--- src/rtl/wfunc_apb_loader.sv ---
// APB initiator that loads window coefficients from an AXI-Stream into the window block, then arms it.
// Optional read-back CRC check of the coefficient memory: define WFUNC_LOADER_VERIFY_EN.
module wfunc_apb_loader #(
  parameter int FFT_SIZE = 8192,
  parameter int APB_AW   = $clog2(FFT_SIZE-1)+3
) (
  input  logic              clk,
  input  logic              rst,
  input  logic              start,
  input  logic              one_pack,
  output logic              busy,
  output logic              done,
  output logic [1:0]        err_code,
  input  logic              s_tvalid,
  output logic              s_tready,
  input  logic [31:0]       s_tdata,
  input  logic              s_tlast,
  output logic              psel,
  output logic              penable,
  output logic              pwrite,
  output logic [APB_AW-1:0] paddr,
  output logic [31:0]       pwdata,
  input  logic [31:0]       prdata
);

  localparam int NW = APB_AW-3;
  localparam logic [APB_AW-1:0] CTRL1  = APB_AW'(FFT_SIZE*4);
  localparam logic [APB_AW-1:0] CTRL2  = APB_AW'((FFT_SIZE+1)*4);
  localparam logic [NW-1:0]     N_LAST = NW'(FFT_SIZE-1);

  typedef enum logic [3:0] {
    IDLE, RST_WR, CFG_WR, COEF, DRAIN, ARM_WR, STAT_RD,
`ifdef WFUNC_LOADER_VERIFY_EN
    VERIFY,
`endif
    DONE
  } state_t;

  state_t            state;
  logic              acc;
  logic [NW-1:0]     n;
  logic [NW-1:0]     n_inc;
  logic              last_q;
  logic              one_pack_q;
  logic              t_rst;
  logic              t_arm;
  logic              psel_q;
  logic [APB_AW-1:0] paddr_q;
  logic [31:0]       pwdata_q;
  logic              coef_wait;

  assign n_inc     = n + NW'(1);
  assign coef_wait = (state == COEF) && !acc;

  // While waiting for a coefficient beat, SETUP is driven straight from the stream so the
  // handshake cycle is also the SETUP cycle; ACCESS then runs from the registered copy.
  assign s_tready = coef_wait || (state == DRAIN);
  assign psel     = psel_q || (coef_wait && s_tvalid);
  assign paddr    = coef_wait ? {1'b0, n, 2'b00} : paddr_q;
  assign pwdata   = coef_wait ? s_tdata : pwdata_q;

`ifdef WFUNC_LOADER_VERIFY_EN
  logic [31:0] crc_w;
  logic [31:0] crc_r;
  logic [31:0] crc_rd_next;

  function automatic logic [31:0] crc32_word(input logic [31:0] crc, input logic [31:0] d);
    logic [31:0] c;
    c = crc;
    for (int i = 31; i >= 0; i--) begin
      if (c[31] ^ d[i]) c = {c[30:0], 1'b0} ^ 32'h04C1_1DB7;
      else              c = {c[30:0], 1'b0};
    end
    return c;
  endfunction

  assign crc_rd_next = crc32_word(crc_r, prdata);
`else
  logic unused_prdata;
  assign unused_prdata = ^{prdata[31:10], prdata[7:0]};
`endif

  always_ff @(posedge clk or posedge rst) begin
    if (rst) begin
      state      <= IDLE;
      acc        <= 1'b0;
      n          <= '0;
      last_q     <= 1'b0;
      one_pack_q <= 1'b0;
      t_rst      <= 1'b0;
      t_arm      <= 1'b0;
      busy       <= 1'b0;
      done       <= 1'b0;
      err_code   <= 2'd0;
      psel_q     <= 1'b0;
      penable    <= 1'b0;
      pwrite     <= 1'b0;
      paddr_q    <= '0;
      pwdata_q   <= '0;
`ifdef WFUNC_LOADER_VERIFY_EN
      crc_w      <= '1;
      crc_r      <= '1;
`endif
    end else begin
      done <= 1'b0;
      case (state)
        IDLE, DONE: begin
          state <= IDLE;
          if (start) begin
            busy       <= 1'b1;
            err_code   <= 2'd0;
            one_pack_q <= one_pack;
            n          <= '0;
            acc        <= 1'b0;
            t_rst      <= ~t_rst;
            psel_q     <= 1'b1;
            penable    <= 1'b0;
            pwrite     <= 1'b1;
            paddr_q    <= CTRL1;
            pwdata_q   <= {23'b0, t_arm, 7'b0, ~t_rst};
`ifdef WFUNC_LOADER_VERIFY_EN
            crc_w      <= '1;
`endif
            state      <= RST_WR;
          end
        end
        RST_WR: begin
          acc     <= ~acc;
          penable <= ~acc;
          if (acc) begin
            paddr_q  <= CTRL2;
            pwdata_q <= {31'b0, one_pack_q};
            state    <= CFG_WR;
          end
        end
        CFG_WR: begin
          acc     <= ~acc;
          penable <= ~acc;
          if (acc) begin
            psel_q <= 1'b0;
            state  <= COEF;
          end
        end
        COEF: begin
          if (!acc) begin
            if (s_tvalid) begin
              psel_q   <= 1'b1;
              penable  <= 1'b1;
              paddr_q  <= {1'b0, n, 2'b00};
              pwdata_q <= s_tdata;
              last_q   <= s_tlast;
              acc      <= 1'b1;
`ifdef WFUNC_LOADER_VERIFY_EN
              crc_w    <= crc32_word(crc_w, s_tdata);
`endif
            end
          end else begin
            acc     <= 1'b0;
            psel_q  <= 1'b0;
            penable <= 1'b0;
            n       <= n_inc;
            if (last_q && (n != N_LAST)) begin
              err_code <= 2'd1;
              done     <= 1'b1;
              busy     <= 1'b0;
              state    <= DONE;
            end else if (!last_q && (n == N_LAST)) begin
              err_code <= 2'd2;
              state    <= DRAIN;
            end else if (n == N_LAST) begin
`ifdef WFUNC_LOADER_VERIFY_EN
              psel_q  <= 1'b1;
              pwrite  <= 1'b0;
              paddr_q <= '0;
              n       <= '0;
              crc_r   <= '1;
              state   <= VERIFY;
`else
              t_arm    <= ~t_arm;
              psel_q   <= 1'b1;
              paddr_q  <= CTRL1;
              pwdata_q <= {23'b0, ~t_arm, 7'b0, t_rst};
              state    <= ARM_WR;
`endif
            end
          end
        end
        DRAIN: begin
          if (s_tvalid && s_tlast) begin
            done  <= 1'b1;
            busy  <= 1'b0;
            state <= DONE;
          end
        end
`ifdef WFUNC_LOADER_VERIFY_EN
        // Read every coefficient back and fold it into a second CRC; arm only if both agree.
        VERIFY: begin
          acc     <= ~acc;
          penable <= ~acc;
          if (acc) begin
            crc_r <= crc_rd_next;
            if (n != N_LAST) begin
              n       <= n_inc;
              paddr_q <= {1'b0, n_inc, 2'b00};
            end else if (crc_rd_next != crc_w) begin
              err_code <= 2'd3;
              psel_q   <= 1'b0;
              done     <= 1'b1;
              busy     <= 1'b0;
              state    <= DONE;
            end else begin
              t_arm    <= ~t_arm;
              pwrite   <= 1'b1;
              paddr_q  <= CTRL1;
              pwdata_q <= {23'b0, ~t_arm, 7'b0, t_rst};
              state    <= ARM_WR;
            end
          end
        end
`endif
        ARM_WR: begin
          acc     <= ~acc;
          penable <= ~acc;
          if (acc) begin
            pwrite   <= 1'b0;
            paddr_q  <= CTRL2;
            pwdata_q <= '0;
            state    <= STAT_RD;
          end
        end
        STAT_RD: begin
          acc     <= ~acc;
          penable <= ~acc;
          if (acc) begin
            psel_q <= 1'b0;
            if (prdata[9:8] != 2'b01) err_code <= 2'd3;
            done  <= 1'b1;
            busy  <= 1'b0;
            state <= DONE;
          end
        end
        default: state <= IDLE;
      endcase
    end
  end

endmodule

--- config.mk ---
export PLATFORM = sky130hd
export DESIGN_NAME = wfunc_apb_loader
export DESIGN_NICKNAME = d
export VERILOG_FILES = /design/src/rtl/wfunc_apb_loader.sv
export SDC_FILE = /design/constraint.sdc
export NUM_CORES = 1
export LEC_CHECK = 0
export CORE_MARGIN = 5
export CORE_UTILIZATION = 65
export CTS_BUF_LIST = sky130_fd_sc_hd__clkbuf_8 sky130_fd_sc_hd__clkbuf_16
export CTS_CLUSTER_SIZE = 10
export DETAILED_ROUTE_END_ITERATION = 7
export DONT_BUFFER_PORTS = 1
export GPL_TIMING_DRIVEN = 0
export PLACE_DENSITY = 0.85
export SKIP_CTS_REPAIR_TIMING = 1
export SLEW_MARGIN = 40
export SYNTH_ARGS = -nofsm -noshare
export SYNTH_HDL_FRONTEND = slang
export SYNTH_SLANG_ARGS = --single-unit
--- constraint.sdc ---
create_clock -name clk -period 4.35 [get_ports clk]
set_input_delay 0.2175 -clock clk [delete_from_list [all_inputs] [get_ports clk]]
set_output_delay 0.2175 -clock clk [all_outputs]
set_load 0.1 [all_outputs]
======== Word-level counts from Yosys, hierarchy flattened ========
Index checks and enable logic that the tools add are counted.
word-level totals
  register bits after elaboration ......... 77
  input bits .............................. 70
  output and inout bits ................... 56
  word-level logic and storage cells ...... 147
cells by class
  add/subtract/negate cells ............... 1
  equality and inequality tests ........... 27
  muxes and demuxes ....................... 64
  bitwise logic cells ..................... 5
  reductions and logical operators ........ 35
operators by type and width
  cell                   count
  $mux 32                9
  $mux 16                8
  $pmux 32 s4            1
  $pmux 16 s3            1
  $mux 4                 9
  $pmux 4 s7             1
  $mux 13                2
  $pmux 13 s2            1
  $mux 1                 19
  $eq 4x3->1 const B     4
  $ne 2x2->1 const B     7
  $reduce_and 7->1       2
  $add 13x1->13 const B  1
  $eq 13x13->1 const B   1
  $ne 13x13->1 const B   1
  $mux 2                 6
  $pmux 1 s3             4
  $reduce_and 3->1       4
  $reduce_and 6->1       2
  $reduce_bool 3->1      4
  $ne 2x1->1 const B     5
  $ne 3x3->1 const B     3
  $eq 4x2->1 const B     2
  $reduce_and 8->1       1
  19 further kinds       34

======== Longest topological paths before layout ========
  word-level depth ........................ 6
  gate-level depth with buffers ........... 9
  depth with buffers taken out ............ 6

======== Least setup slack after synthesis ========
OpenSTA, ideal clock, no wires.
  path type ............................... register -> output
  start ................................... reg state[2]
  end ..................................... out pwdata[10]
  arrival time ............................ 2092 ps
  data required time ...................... 4133 ps
  slack ................................... 2040 ps
  stages on the path, launching flop included .. 9
  buffers on the path ..................... 4
  cell sequence ........................... dfrtp_1 clkbuf_2 buf_2 nor2_1 nand2_1 clkbuf_1 clkbuf_1 nand2_1 nand2_1
on the way
  word-level cells in the longest chain between the ends .. 3
ends and longest elaborated chain
  what                      RTL line  source
  start: declaration        39        state_t state;
  start signal: assignment  85        state <= IDLE;
  start signal: assignment  108       state <= IDLE;
  start signal: assignment  124       state <= RST_WR;
  $eq 4x2->1                53        assign coef_wait = (state == COEF) && !acc;
  $logic_and 1x1->1         53
  $mux 32                   60        assign pwdata = coef_wait ? s_tdata : pwdata_q;
  end: declaration          22        output logic [31:0] pwdata,
Every way passes these cells.

======== Worst setup path after layout ========
  start ................................... reg state[2]
  end ..................................... out pwdata[26]
Same word-level chain as after synthesis.

==> impl_metrics.py <==
metrics = {
    "outcome": {
        "outcome": "finished with violations",
        "violations": "negative hold slack",
    },
    "timing": {
        "finalSetupViolCount": 0,
        "relSlewSlack_pct": 40.22,
        "tightest_slew_ns": 0.8946,
        "layout_min_cycle_time_ns": 3.260,
        "hold_ws_ns": -0.002926,
        "period_share_pct": 74.94,
        "max_freq_mhz": 306.7,
        "finalHoldViolCount": 3,
        "finClkSkew_ns": 0.01151,
        "rsz0062_at_grt": "false",
        "setup_tns_ns": 0,
        "slew_violations": 0,
    },
    "clock_tree": {
        "clkLatencyLatePin_ns": 0.37,
        "clock_path_buffers": 2,
        "cts.sinks": 74,
        "htreeDepth": 3,
        "cts_root_buffer": "clkbuf_8",
        "clkTransAtPathRegs_ns": 0.07,
        "cts_tree": "built",
        "numCtsBuffers": 9,
    },
    "synthesis": {
        "ys_warn_count": 0,
        "async_flop_share_pct": 100.0,
        "syn_inst": 502,
        "synth_seq_area_share_pct": 46.48,
        "synth_xor_area_share_pct": 2.418,
        "synth_top_family_by_area": "simple AND/OR/NAND/NOR gates",
        "avgSynthCellArea_um2": 7.936,
        "synth_edf_count": 0,
        "ys_ff_latch": 74,
        "synth_top_flop_cell": "dfrtp_1",
        "synth_area_mm2": 0.003984,
        "synth_compound_area_share_pct": 12.85,
        "synth_mux_area_share_pct": 1.853,
        "synth_cell_type_count": 54,
        "synth-simple-area-share_pct": 30.72,
        "synth_fa_ha_area_share_pct": 0.3141,
    },
    "route": {
        "avgRoutedWirePerCell_um": 17.35,
        "wl_um": 10340,
        "avgViaCountPerCell": 6.020,
        "antenna_left": 0,
        "num_vias": 3588,
        "dr.pass1.iters": 4,
        "drt_iter0_markers": 205,
        "drc": 0,
    },
    "worst_setup_path": {
        "ff2ff_setup_slack_ns": 2.12,
        "cp-start-kind": "flip-flop",
        "path_max_fanout": 10,
        "cp_data_required_time_ns": 4.13,
        "critical_path_class": "reg2out",
        "worstSetupEndpointType": "output port",
        "arrival_ns": 3.04,
    },
    "global_routing": {
        "grt_max_degree": 58,
        "grt_pass1_vias": 3544,
        "grt_pass1_wl_um": 16820,
        "antenna_found_initial": 0,
        "gr-usage-all-layers_pct": 27.86,
        "gr-total-overflow": 0,
    },
    "final_layout": {
        "layout.nets": 588,
        "fin_cells": 596,
        "area_growth_pct": 12.66,
        "final_util_pct": 75.36,
        "drive_above_1_share_pct": 19.19,
        "n_antenna_cell": 0,
    },
    "job": {
        "drv_cap": 0,
    },
    "die": {
        "boundaryPins": 126,
        "core_mm2": 0.005956,
        "die_h_um": 88.29,
        "start_util_pct": 66.89,
        "die_w_um": 88.29,
        "die_area_mm2": 0.007794,
        "row_count": 28,
    },
    "placement": {
        "portBuffers": 0,
        "detailed_place_hpwl_um": 7348,
        "post-place-cells": 579,
        "place.gp.congestion": 0.9024,
    },
    "min_path": {
        "hold_path_class": "in2reg",
    },
}
[synthesized netlist by cell type (4+ instances only)]
master | n | area [um2]
clkbuf_1 | 11 | 41.29
nand3_1 | 10 | 50.05
xnor2_1 | 5 | 43.79
buf_2 | 14 | 70.07
nor3_1 | 9 | 45.04
o21ai_0 | 43 | 215.2
mux2i_1 | 4 | 40.04
o22ai_1 | 4 | 25.02
nand4_1 | 4 | 25.02
a21oi_1 | 7 | 35.03
buf_1 | 4 | 15.01
xor2_1 | 6 | 52.55
buf_6 | 4 | 45.04
nor4_1 | 5 | 31.28
dfrtp_1 | 74 | 1852
o21ai_1 | 11 | 55.05
nor2_1 | 27 | 101.4
nand2_1 | 203 | 762.0
and2_1 | 5 | 31.28
[registers in the layout (all words and copies together) (netlist names)]
name,cells
state,3
psel_q,1
acc,1
pwdata_q,32
paddr_q,14
busy,1
done,1
err_code,2
pwrite,1
last_q,1
penable,1
one_pack_q,1
t_arm,1
t_rst,1
n,13
[routing by layer]
| metal | GRT usage [%] | share of wire (%) | vias to the layer above |
|---|---|---|---|
| met5 | 0 | 0 | - |
| met4 | 10.99 | 1.9 | 0 |
| met3 | 7.169 | 7.8 | 21 |
| met2 | 45.07 | 49 | 144 |
| met1 | 36.13 | 41 | 1734 |
| li1 | - | - | 1689 |
[cell type report]
type / instances / area (um2)
multi-input combinational: 389 / 2042
inverter: 3 / 16.27
clock buffer: 9 / 123.9
buffer: 37 / 198.9
sequential: 74 / 1858
tap: 75 / 93.84
timing repair buffer: 3 / 47.55
fill: 451 / 1468
clock inverter: 6 / 107.6
[worst max-delay path, cell delays in order (launching register included)]
cell and delay, ns:
dfrtp_1 0.33, clkbuf_2 0.20, buf_2 0.26, nor2_1 0.11
nand2_1 0.10, clkbuf_1 0.39, clkbuf_1 0.48, nand2_1 0.11
nand2_1 0.68
[final timing paths]
path,start,end,cells after the start
max,state[2]$_DFFE_PP0P_,pwdata[26],8
min,s_tvalid,acc$_DFFE_PP0P_,1
max reg2reg,n[0]$_DFFE_PP0P_,pwdata_q[28]$_DFFE_PP0P_,8
min reg2reg,pwdata_q[10]$_DFFE_PP0P_,pwdata_q[10]$_DFFE_PP0P_,2
max in group asynchronous,rst,paddr_q[12]$_DFFE_PP0P_,3
min in group asynchronous,rst,state[0]$_DFFE_PP0P_,2
[cell usage in the layout (no fill, tap or decap), drive strengths merged, types with 4 or more instances in the layout]
master	n
mux2i	4
nand2	203
nor2	27
nand3	10
xor2	6
nor3	9
a21oi	7
dfrtp	74
xnor2	5
buf	26
o21ai	54
and2	5
inv	4
nand4	5
clkbuf	21
o22ai	4
nor4	5
[metrics by stage]
step           cell area, um2  worst slack [ns]  hold WS, ns
5_1_grt                  4488            0.9571     0.002412
3_3_place_gp             4081             1.482       0.3706
3_5_place_dp             4232             1.511      0.01920
6_report                 4488             1.090    -0.002926
4_1_cts                  4463             1.116      -0.3646
2_1_floorplan            3988             2.040       0.3637
[kinds of logic (layout without fill, tap and decap cells)]
logic type / count (synthesis) / after routing
adders and majority gates: 1 / 1
muxes: 7 / 7
AOI/OAI and AO/OA: 86 / 86
xor gates and xnor gates: 11 / 11
DFF: 74 / 74
buffers and inverters: 40 / 58
and+or+nand+nor: 282 / 282
other: 1 / 2
Power is left out: the tool's default activity adds up to more than one toggle a clock period on the data nets, which glitch-free logic cannot reach.
